### config.mk
export PLATFORM = sky130hd
export DESIGN_NAME = spiking_array_ctrl
export DESIGN_NICKNAME = d
export VERILOG_FILES = /design/src/rtl/spiking_pkg.sv /design/src/rtl/spike_skew_buf.sv /design/src/rtl/spiking_array_ctrl.sv
export SDC_FILE = /design/constraint.sdc
export NUM_CORES = 1
export LEC_CHECK = 0
export BUFFER_PORTS_ARGS = -buffer_cell sky130_fd_sc_hd__buf_4
export CORE_ASPECT_RATIO = 1.75
export CORE_MARGIN = 1.5
export CORE_UTILIZATION = 40
export DETAILED_ROUTE_END_ITERATION = 8
export HOLD_SLACK_MARGIN = 0.06
export PLACE_DENSITY = 0.7
export SLEW_MARGIN = 20
export SYNTH_ARGS = -nofsm -noshare
export SYNTH_HDL_FRONTEND = slang
export SYNTH_HIERARCHICAL = 1
export SYNTH_SLANG_ARGS = --single-unit
export TNS_END_PERCENT = 100
### constraint.sdc
create_clock -name clk -period 3.9 [get_ports clk]
set_input_delay 0.78 -clock clk [delete_from_list [all_inputs] [get_ports clk]]
set_output_delay 0.78 -clock clk [all_outputs]
set_load 0.01 [all_outputs]
### src/rtl/spiking_pkg.sv
// Shared definitions for the spiking PE array and its timestep scheduler:
// FSM state encoding, default geometry and the stream-length helper.
package spiking_pkg;

  localparam int ROWS_DEF        = 4;
  localparam int COLS_DEF        = 4;
  localparam int TSTEP_WIDTH_DEF = 8;

  typedef enum logic [2:0] {
    ST_IDLE     = 3'd0,
    ST_CLEAR    = 3'd1,
    ST_WAIT_SPK = 3'd2,
    ST_STREAM   = 3'd3,
    ST_LEAK     = 3'd4,
    ST_FIRE     = 3'd5,
    ST_DONE     = 3'd6
  } state_t;

  // Cycles for the last row's spike to cross the last column.
  function automatic int stream_len(input int rows, input int cols);
    return rows + cols - 1;
  endfunction

endpackage

### src/rtl/spike_skew_buf.sv
// Holds one captured spike vector and releases bit r to row r only in the
// stream cycle whose index equals r, producing the diagonal skew.
module spike_skew_buf #(
  parameter int ROWS = 4,
  parameter int CW   = 3
) (
  input  logic            clk,
  input  logic            rst,
  input  logic            i_load,
  input  logic [ROWS-1:0] i_vec,
  input  logic            i_en,
  input  logic [CW-1:0]   i_cnt,
  output logic [ROWS-1:0] o_row
);

  logic [ROWS-1:0] r_vec;

  // Capture register, loaded on the accepted handshake.
  always_ff @(posedge clk or posedge rst) begin
    if (rst) begin
      r_vec <= {ROWS{1'b0}};
    end else if (i_load) begin
      r_vec <= i_vec;
    end else begin
      r_vec <= r_vec;
    end
  end

  always_comb begin
    o_row = {ROWS{1'b0}};
    for (int r = 0; r < ROWS; r++) begin
      o_row[r] = i_en && r_vec[r] && (i_cnt == CW'(r));
    end
  end

endmodule

### src/rtl/spiking_array_ctrl.sv
// Timestep scheduler for a ROWS x COLS spiking systolic array.
// Optional macro SPIKING_ARRAY_CTRL_LEAK_EN adds a leak strobe/state before fire.
module spiking_array_ctrl
  import spiking_pkg::*;
#(
  parameter int ROWS        = ROWS_DEF,
  parameter int COLS        = COLS_DEF,
  parameter int TSTEP_WIDTH = TSTEP_WIDTH_DEF
) (
  input  logic                   clk,
  input  logic                   rst,
  input  logic                   start,
  input  logic [TSTEP_WIDTH-1:0] num_tsteps,
  input  logic                   spk_valid,
  input  logic [ROWS-1:0]        spk_in,
  output logic                   spk_ready,
  output logic [ROWS-1:0]        row_spk,
  output logic                   clr_mem,
  output logic                   fire,
  output logic                   busy,
  output logic                   done,
  output logic [TSTEP_WIDTH-1:0] tstep_cnt
`ifdef SPIKING_ARRAY_CTRL_LEAK_EN
  ,
  output logic                   leak
`endif
);

  localparam int SLEN = stream_len(ROWS, COLS);
  localparam int SCW  = $clog2(ROWS + COLS);
  localparam logic [SCW-1:0] SCNT_LAST = SCW'(SLEN - 1);

  state_t                 r_state;
  state_t                 w_next;
  logic [SCW-1:0]         r_scnt;
  logic [TSTEP_WIDTH-1:0] r_num;
  logic [TSTEP_WIDTH-1:0] r_tstep;
  logic [TSTEP_WIDTH-1:0] w_tstep_inc;
  logic                   w_hs;
  logic                   w_stream_last;
  logic                   w_streaming;

  assign w_hs          = (r_state == ST_WAIT_SPK) && spk_valid;
  assign w_stream_last = (r_scnt == SCNT_LAST);
  assign w_streaming   = (r_state == ST_STREAM);
  assign w_tstep_inc   = r_tstep + TSTEP_WIDTH'(1);
  assign tstep_cnt     = r_tstep;

  always_ff @(posedge clk or posedge rst) begin
    if (rst) begin
      r_state <= ST_IDLE;
    end else begin
      r_state <= w_next;
    end
  end

  always_comb begin
    w_next = r_state;
    case (r_state)
      ST_IDLE:     w_next = start ? ST_CLEAR : ST_IDLE;
      ST_CLEAR:    w_next = (r_num == {TSTEP_WIDTH{1'b0}}) ? ST_DONE : ST_WAIT_SPK;
      ST_WAIT_SPK: w_next = w_hs ? ST_STREAM : ST_WAIT_SPK;
`ifdef SPIKING_ARRAY_CTRL_LEAK_EN
      ST_STREAM:   w_next = w_stream_last ? ST_LEAK : ST_STREAM;
      ST_LEAK:     w_next = ST_FIRE;
`else
      ST_STREAM:   w_next = w_stream_last ? ST_FIRE : ST_STREAM;
`endif
      // Compare the post-increment count so num_tsteps = 2^W-1 never wraps.
      ST_FIRE:     w_next = (w_tstep_inc == r_num) ? ST_DONE : ST_WAIT_SPK;
      ST_DONE:     w_next = ST_IDLE;
      default:     w_next = ST_IDLE;
    endcase
  end

  always_comb begin
    spk_ready = 1'b0;
    clr_mem   = 1'b0;
    fire      = 1'b0;
    done      = 1'b0;
    busy      = (r_state != ST_IDLE);
`ifdef SPIKING_ARRAY_CTRL_LEAK_EN
    leak      = 1'b0;
`endif
    case (r_state)
      ST_CLEAR:    clr_mem   = 1'b1;
      ST_WAIT_SPK: spk_ready = 1'b1;
`ifdef SPIKING_ARRAY_CTRL_LEAK_EN
      ST_LEAK:     leak      = 1'b1;
`endif
      ST_FIRE:     fire      = 1'b1;
      ST_DONE:     done      = 1'b1;
      default:     spk_ready = 1'b0;
    endcase
  end

  // Stream cycle counter; idles at zero so every timestep starts from row 0.
  always_ff @(posedge clk or posedge rst) begin
    if (rst) begin
      r_scnt <= {SCW{1'b0}};
    end else if (w_streaming && !w_stream_last) begin
      r_scnt <= r_scnt + SCW'(1);
    end else begin
      r_scnt <= {SCW{1'b0}};
    end
  end

  always_ff @(posedge clk or posedge rst) begin
    if (rst) begin
      r_num   <= {TSTEP_WIDTH{1'b0}};
      r_tstep <= {TSTEP_WIDTH{1'b0}};
    end else if ((r_state == ST_IDLE) && start) begin
      r_num   <= num_tsteps;
      r_tstep <= {TSTEP_WIDTH{1'b0}};
    end else if (r_state == ST_FIRE) begin
      r_num   <= r_num;
      r_tstep <= w_tstep_inc;
    end else begin
      r_num   <= r_num;
      r_tstep <= r_tstep;
    end
  end

  spike_skew_buf #(
    .ROWS (ROWS),
    .CW   (SCW)
  ) u_skew (
    .clk    (clk),
    .rst    (rst),
    .i_load (w_hs),
    .i_vec  (spk_in),
    .i_en   (w_streaming),
    .i_cnt  (r_scnt),
    .o_row  (row_spk)
  );

endmodule

After elaboration in Yosys (flattened, before gate mapping)
Index checks and enable logic that the tools add are counted.
Storage, ports and cells
  register bits after elaboration: 26
Cells by class
  add/sub/neg operators: 2
  eq/ne operators: 10
  muxes and demuxes: 13
  reductions and logical operators: 17
Operator list (number)
  $mux W8: 2
  $pmux W3 S5: 1
  $eq A3 B2 Y1 const B: 4
  $mux W3: 4
  $logic_and A1 B1 Y1: 11
  $eq A3 B3 Y1 const B: 3
  $add A8 B1 Y8 const B: 1
  $eq A8 B8 Y1: 1
  $logic_not A8 Y1: 1
  $eq A3 B1 Y1 const B: 2
  $logic_not A3 Y1: 2
  $mux W1: 6
  $add A3 B1 Y3 const B: 1
  $reduce_bool A3 Y1: 1
  $reduce_bool A2 Y1: 1
  $logic_not A1 Y1: 1

Depth between registers and ports, before layout
Gate-level depths: netlist of run 1.
  depth after elaboration: 4
  gate-level depth with buffers: 7
  gate-level depth less buffers: 6

By module
Netlist of run 1, hierarchy kept.
Modules (own cells, without submodules)
  spiking_array_ctrl: times used 1, cells an instance 123, area an instance 1252.5 µm²
  spike_skew_buf: times used 1, cells an instance 17, area an instance 210.2 µm²

Least setup slack after synthesis of run 1
No wires, ideal clock.
  path type: register -> output
  from: register r_state[2]
  to: output port row_spk[0]
  arrival time: 1133 ps
  required time: 3120 ps
  setup slack: 1987 ps
  cell stages (with the launch flop): 5
  buffers on the path: 0
  cells stage by stage: dfrtp_1 -> nand3b_1 -> inv_1 -> nand2b_1 -> nor4b_2
On the way
  longest elaborated chain between the ends: 3
RTL lines
  start: declaration: RTL line spiking_array_ctrl.sv:33  | state_t r_state;
  start signal: assignment: RTL line spiking_array_ctrl.sv:53  | r_state <= w_next;
  $eq A3 B2 Y1: RTL line spiking_array_ctrl.sv:45  | assign w_streaming = (r_state == ST_STREAM);
  named net w_streaming: RTL line spiking_array_ctrl.sv:41  | logic w_streaming;
  $logic_and A1 B1 Y1 (2 in a row): RTL line spike_skew_buf.sv:32  | o_row[r] = i_en && r_vec[r] && (i_cnt == CW'(r));
  end: declaration: RTL line spiking_array_ctrl.sv:17  | output logic [ROWS-1:0] row_spk,
The timed path passes the listed nets, and every way through them passes these cells.

Worst setup path in the final report of run 1
Same ends and word-level chain as after synthesis.

==> impl_metrics.tcl, run 1 <==
set metrics [dict create \
    setup_viol_count_final 0 \
    grt_max_degree 23 \
    timing_worst_setup_path_type "reg2out" \
    seq_power_share 0.453 \
    mostFrequentLayoutCells "buf_4 (32), dfrtp_1 (26), nor2_1 (14), nand2_1 (13), mux2_1 (10)" \
    maxCapViolCount 0 \
    area_growth_pct 21.9 \
    stdcell_count 217 \
    slew_viol_final 0 \
    dr.pass1.iters 4 \
    synth_cell_types 43 \
    fillerInstances 340 \
    cts-root-buf "clkbuf_8" \
    dp_cells 213 \
    grt_pass1_vias 1168 \
    ys_warn_count 6 \
    drive_gt1_frac 0.285 \
    status "finished clean" \
    fin_ws_ns 1.53 \
    rows 28 \
    clock_skew_ns 0.00430 \
    core_um2 3430 \
    path_max_fanout 7 \
    worstPathRequired_ns 3.12 \
    regArea_um2 651 \
    startpoint_type "flop" \
    multiInputGateArea_um2 754 \
    cts.sinks 26 \
    rsz0062_at_grt "no" \
    gr-total-overflow 0 \
    clk_latency_ns 0.27 \
    netSwitchingFraction 0.398 \
    p_switching_uw 509 \
    initial_core_util 0.426 \
    hold_class "in2async" \
    vdd_ir_drop_max_uv 398 \
    fp.dieArea_um2 4040 \
    final_nets 192 \
    clk_pin_slew_ns 0.09 \
    power.internal_uw 769 \
    setup_tns_ns 0 \
    fin_util 0.519 \
    grt_usage 0.165 \
    combPwrFrac 0.410 \
    ios 33 \
    synth.avg_cell_area_um2 10.4 \
    postPlaceCellArea_um2 1730 \
    layout_commonest_cell "buf_4" \
    powerDensity_nw_per_um2 717 \
    numCtsBuffers 3 \
    via_per_inst 5.24 \
    ant_nets 0 \
    clockBufferDepth 2 \
    wl_mm 3.06 \
    finalHoldViolations 0 \
    antenna_cells 0 \
    p_leak_uw 0.000811 \
    cp-end-kind "output port" \
    synth_area_um2 1460 \
    synth_cells 140 \
    post-route-period-util 0.607 \
    drc 0 \
    drtIter0Drc 20 \
    synth_nets 159 \
    place_ws_ns 1.84 \
    slowest_delay_ns 0.47 \
    grt_pass1_wl_mm 5.27 \
    dp_hpwl_mm 2.36 \
    portBuffers 32 \
    period_needed_ns 2.37 \
    fmax_mhz 423 \
    fin_area_um2 1780 \
    critPathSlowestCell "dfrtp_1" \
    wire_per_inst_um 14.1 \
    ctsResizeCount 0 \
    worstMarginPinSlew_ns 0.865 \
    pwr-share-clk 0.137 \
    maxSlewHeadroom 0.423 \
    cp.arrival_ns 1.59 \
    crit_chain "nand3b_1 -> inv_1 -> nand2b_1 -> nor4b_2 -> buf_4" \
    cts_setup_buffers 0 \
    globalplace.congestion 0.886 \
    antenna_found_initial 0 \
    ys_ff_latch 26 \
    cts_tree "done" \
    die_w_um 48.7 \
    seq_area_frac_synth 0.445 \
    cts_hold_buf 0 \
    cts.htree.levels 1 \
    vias 1138 \
    die_h_um 83.0 \
]
[state kept, by name (all words and copies together), names as in the netlist]
name and flops:
r_state 3, u_skew/r_vec 4, r_scnt 3, r_num 8, tstep_cnt 8
[power by group through the flow]
stage / sequential (uW) / combinational (uW) / clock, uW
floorplan: 529 / 392 / 0
global placement: 576 / 510 / 0
detailed placement: 584 / 529 / 0
CTS: 580 / 533 / 179
global route: 606 / 590 / 189
finish: 579 / 524 / 175
[cell families (layout without fill, tap and decap cells)]
kind of cell,count (synthesis),in the layout,synth area share
buf+inv,11,43,0.0393
xor+xnor,13,13,0.0778
mux,13,13,0.102
compound gates,18,18,0.0787
flops,26,26,0.445
simple gates,55,55,0.225
fa+ha+maj,4,4,0.0325
[stage by stage]
step | hold WS, ns | power [uW]
2_1_floorplan | 0.449 | 921
3_3_place_gp | 0.496 | 1090
3_5_place_dp | 0.492 | 1110
4_1_cts | 0.384 | 1290
5_1_grt | 0.381 | 1390
6_report | 0.387 | 1280
[synth_stat cells (all sizes together)]
master	count	share of area
inv	7	0.018
nor4b	2	0.021
clkbuf	1	0.0026
nand3	4	0.014
nor3	2	0.0068
nand3b	3	0.024
mux2i	1	0.0068
nand4	2	0.013
nand2b	2	0.0086
nor3b	3	0.019
o31ai	2	0.010
xnor2	7	0.042
and3	1	0.0051
maj3	1	0.0068
o221ai	1	0.0060
ha	3	0.026
o2bb2ai	1	0.0060
a21oi	3	0.010
a211oi	1	0.0051
dfrtp	26	0.44
nand2	13	0.033
buf	3	0.019
mux2	12	0.095
or2	1	0.0043
a31o	1	0.0060
o21ai	6	0.021
nor4	3	0.013
a31oi	2	0.0086
nor2	15	0.044
and2	1	0.0043
xor2	6	0.036
or3	3	0.016
o41ai	1	0.0060
[area by class of cell]
cell class,count,share of cell area
multi-input cells,103,0.423
flip-flops and latches,26,0.365
repair buffers,32,0.135
well taps,45,0.0316
clock buffers,4,0.0309
inverters,7,0.0147
[path summary, 6_finish.rpt]
check | startpoint | end | slack, ns | cells past startpoint
worst min-delay path | rst | u_skew/r_vec[0]$_DFFE_PP0P_ | 0.39 | 2
worst max-delay path | r_state[2]$_DFF_PP0_ | row_spk[0] | 1.53 | 5
min in group clk | u_skew/r_vec[3]$_DFFE_PP0P_ | u_skew/r_vec[3]$_DFFE_PP0P_ | 0.51 | 1
max in group asynchronous | rst | tstep_cnt[0]$_DFFE_PP0P_ | 2.68 | 2
worst min register to register | u_skew/r_vec[3]$_DFFE_PP0P_ | u_skew/r_vec[3]$_DFFE_PP0P_ | 0.51 | 1
worst max register to register | r_state[0]$_DFF_PP0_ | tstep_cnt[5]$_DFFE_PP0P_ | 2.11 | 5
[critical path, delay by kind of cell, from the launching register on]
| family | cells | cell delay [ns] |
|---|---|---|
| AND/OR/NAND/NOR | 3 | 0.55 |
| flip-flops | 1 | 0.47 |
| buffers and inverters | 2 | 0.30 |
[routing by layer]
metal / global-route usage / vias up / part of all wire
li1: - / 553 / -
met1: 0.189 / 543 / 0.40
met2: 0.299 / 35 / 0.54
met3: 0.0234 / 7 / 0.046
met4: 0.0649 / 0 / 0.021
met5: 0 / - / 0
No activity file was read; power rests on OpenSTA's default activity.
==> run 2, diff against run 1 <==
Settings changed: ABC_AREA set to 1, PLACE_DENSITY 0.7 to 0.73.
Clock period 3.9 ns to 2.05 ns, I/O delays scaled along.
==> run 2 against run 1 <==
Cell count up 26%. Clock power grew 140%. Flip-flop and latch count stayed put. Synthesized cell count is 36% higher. Clock skew increased by 0.0047 ns. Die area is 2.9% lower. Hold slack got worse by 0.062 ns. Global-route usage is 2.5 points higher. Combinational power grew 26%.
==> impl_metrics.tcl, run 2 <==
set metrics [dict create \
    status "finished clean" \
    layout_commonest_cell "nand2_1" \
    synth.area.top_cells "dfrtp_1 (46%), nand2_1 (16%), inv_1 (7.9%)" \
    hold_class "in2reg" \
    die_w_um 48 \
    synthFlopType "dfrtp_1" \
    gr-total-overflow 0 \
    path_max_fanout 4 \
    synth_cell_types 22 \
    yosysMostFrequentCell "nand2_1" \
    power.internal_uw 1210 \
    wl_mm 3.18 \
    cp_top_family "flip-flops" \
    clk_pin_slew_ns 0.09 \
    place_ws_ns 0.556 \
    wire_per_inst_um 11.6 \
    cts.sinks 26 \
    slew_viol_final 0 \
    setup_tns_ns 0 \
    timing_worst_setup_path_type "reg2out" \
    clock_skew_ns 0.00896 \
    fmax_mhz 561 \
    fin_ws_ns 0.269 \
    p_switching_uw 695 \
    ant_nets 0 \
    pwr-share-clk 0.218 \
    setup_viol_count_final 0 \
    synth.avg_cell_area_um2 7.42 \
    initial_core_util 0.417 \
    crit_chain "inv_1 -> nand3_1 -> inv_1 -> nand3_1 -> nor2_1 -> buf_4" \
    synth_nets 210 \
    final_nets 248 \
    rows 28 \
    grt_pass1_vias 1311 \
    seq_area_frac_synth 0.459 \
    cts_hold_buf 1 \
    seq_power_share 0.437 \
    vias 1311 \
    combPwrFrac 0.346 \
    ios 33 \
    via_per_inst 4.80 \
    synth_top_area_frac 0.459 \
    worstPathRequired_ns 1.64 \
    cts-root-buf "clkbuf_8" \
    cp.arrival_ns 1.37 \
    globalplace.congestion 0.870 \
    slowest_delay_ns 0.40 \
    portBuffers 32 \
    post-route-period-util 0.869 \
    mostFrequentLayoutCells "nand2_1 (60), buf_4 (33), inv_1 (30), dfrtp_1 (26), nand3_1 (19)" \
    dr.pass1.iters 4 \
    dp_hpwl_mm 2.57 \
    drtIter0Drc 29 \
    core_um2 3400 \
    cts_tree "done" \
    synthArstFlopShare 1.00 \
    vdd_ir_drop_max_uv 634 \
    synth_area_um2 1420 \
    powerDensity_nw_per_um2 1060 \
    die_h_um 81.8 \
    area_growth_pct 26.8 \
    rsz0062_at_grt "no" \
    startpoint_type "flop" \
    synth_commonest_cells "nand2_1 (60), inv_1 (30), dfrtp_1 (26)" \
    clockBufferDepth 2 \
    critPathSlowestCell "dfrtp_1" \
    grt_max_degree 23 \
    maxSlewHeadroom 0.667 \
    critPathBufInv 3 \
    antenna_cells 0 \
    drc 0 \
    grt_pass1_wl_mm 5.35 \
    fin_area_um2 1800 \
    p_leak_uw 0.000925 \
    ys_warn_count 6 \
    ctsResizeCount 0 \
    cts.htree.levels 1 \
    synth_cells 191 \
    antenna_found_initial 0 \
    numCtsBuffers 3 \
    finalHoldViolations 0 \
    synth_top_cell_by_area "dfrtp_1" \
    drive_gt1_frac 0.184 \
    cp-end-kind "output port" \
    grt_usage 0.189 \
    fp.dieArea_um2 3920 \
    worstMarginPinSlew_ns 0.494 \
    synth_edf_count 0 \
    postPlaceCellArea_um2 1720 \
    period_needed_ns 1.78 \
    cts_setup_buffers 0 \
    clk_latency_ns 0.27 \
    netSwitchingFraction 0.365 \
    maxCapViolCount 0 \
    ys_ff_latch 26 \
]
[run 2: cell count changes after synthesis, moves of 3 or more]
cell and delta:
xnor2_1 -5, a21oi_1 -3, o22ai_1 +3, nand3_1 +15, o21ai_0 +10, o21ai_1 -3, inv_1 +24, xor2_1 -5
mux2_1 -10, nand2_1 +47
[run 2: cell families after synthesis]
logic type | share of synthesized area
and+or+nand+nor | 0.350
adders and majority gates | 0.0265
DFF | 0.459
xor gates and xnor gates | 0.0185
buffers and inverters | 0.0830
AOI/OAI and AO/OA | 0.0636
[run 2: worst paths after layout]
path / start / to / slack, ns / depth (start not counted)
setup / recovery: r_state[2]$_DFF_PP0_ / row_spk[3] / 0.27 / 6
hold reg to reg: r_scnt[0]$_DFF_PP0_ / r_scnt[0]$_DFF_PP0_ / 0.54 / 1
setup reg to reg: tstep_cnt[1]$_DFFE_PP0P_ / r_state[2]$_DFF_PP0_ / 0.55 / 9
max in group asynchronous: rst / tstep_cnt[7]$_DFFE_PP0P_ / 1.08 / 4
min in group asynchronous: rst / u_skew/r_vec[3]$_DFFE_PP0P_ / 0.59 / 3
hold / removal: num_tsteps[3] / r_num[3]$_DFFE_PP0P_ / 0.33 / 3
[run 2: cell type report]
cell class / instances / area, um^2
Fill cell: 344 / 1600
Tap cell: 45 / 56.3
Multi-Input combinational cell: 134 / 649
Timing Repair Buffer: 34 / 258
Clock inverter: 1 / 30.0
Clock buffer: 3 / 41.3
Inverter: 30 / 113
Sequential cell: 26 / 651
[run 2: worst min-delay path, cell delays in order]
cell	delay [ns]
buf_4	0.07
nand2_1	0.04
nand2_1	0.04
[run 2: through the flow]
| step | util | power [uW] | cells | hold slack, ns |
|---|---|---|---|---|
| finish | 0.529 | 1900 | 273 | 0.325 |
| global route | 0.529 | 2080 | 273 | 0.327 |
| CTS | 0.529 | 1930 | 273 | 0.323 |
| detailed placement | 0.505 | 1510 | 268 | 0.312 |
| global placement | 0.505 | 1500 | 268 | 0.311 |
| floorplan | - | 1260 | 191 | 0.176 |
[run 2: power by group through the flow]
| stage | registers [uW] | logic, uW | clock network (uW) |
|---|---|---|---|
| 3_5_place_dp | 842 | 667 | 0 |
| 2_1_floorplan | 796 | 460 | 0 |
| 6_report | 830 | 658 | 414 |
| 3_3_place_gp | 842 | 657 | 0 |
| 5_1_grt | 855 | 781 | 445 |
| 4_1_cts | 832 | 671 | 424 |
[run 2: per-layer routing]
layer  vias up  track usage  share of wire
met3         4       0.0132          0.013
met2        21        0.373           0.60
li1        685            -              -
met5         -            0              0
met4         0       0.0730          0.015
met1       601        0.185           0.37
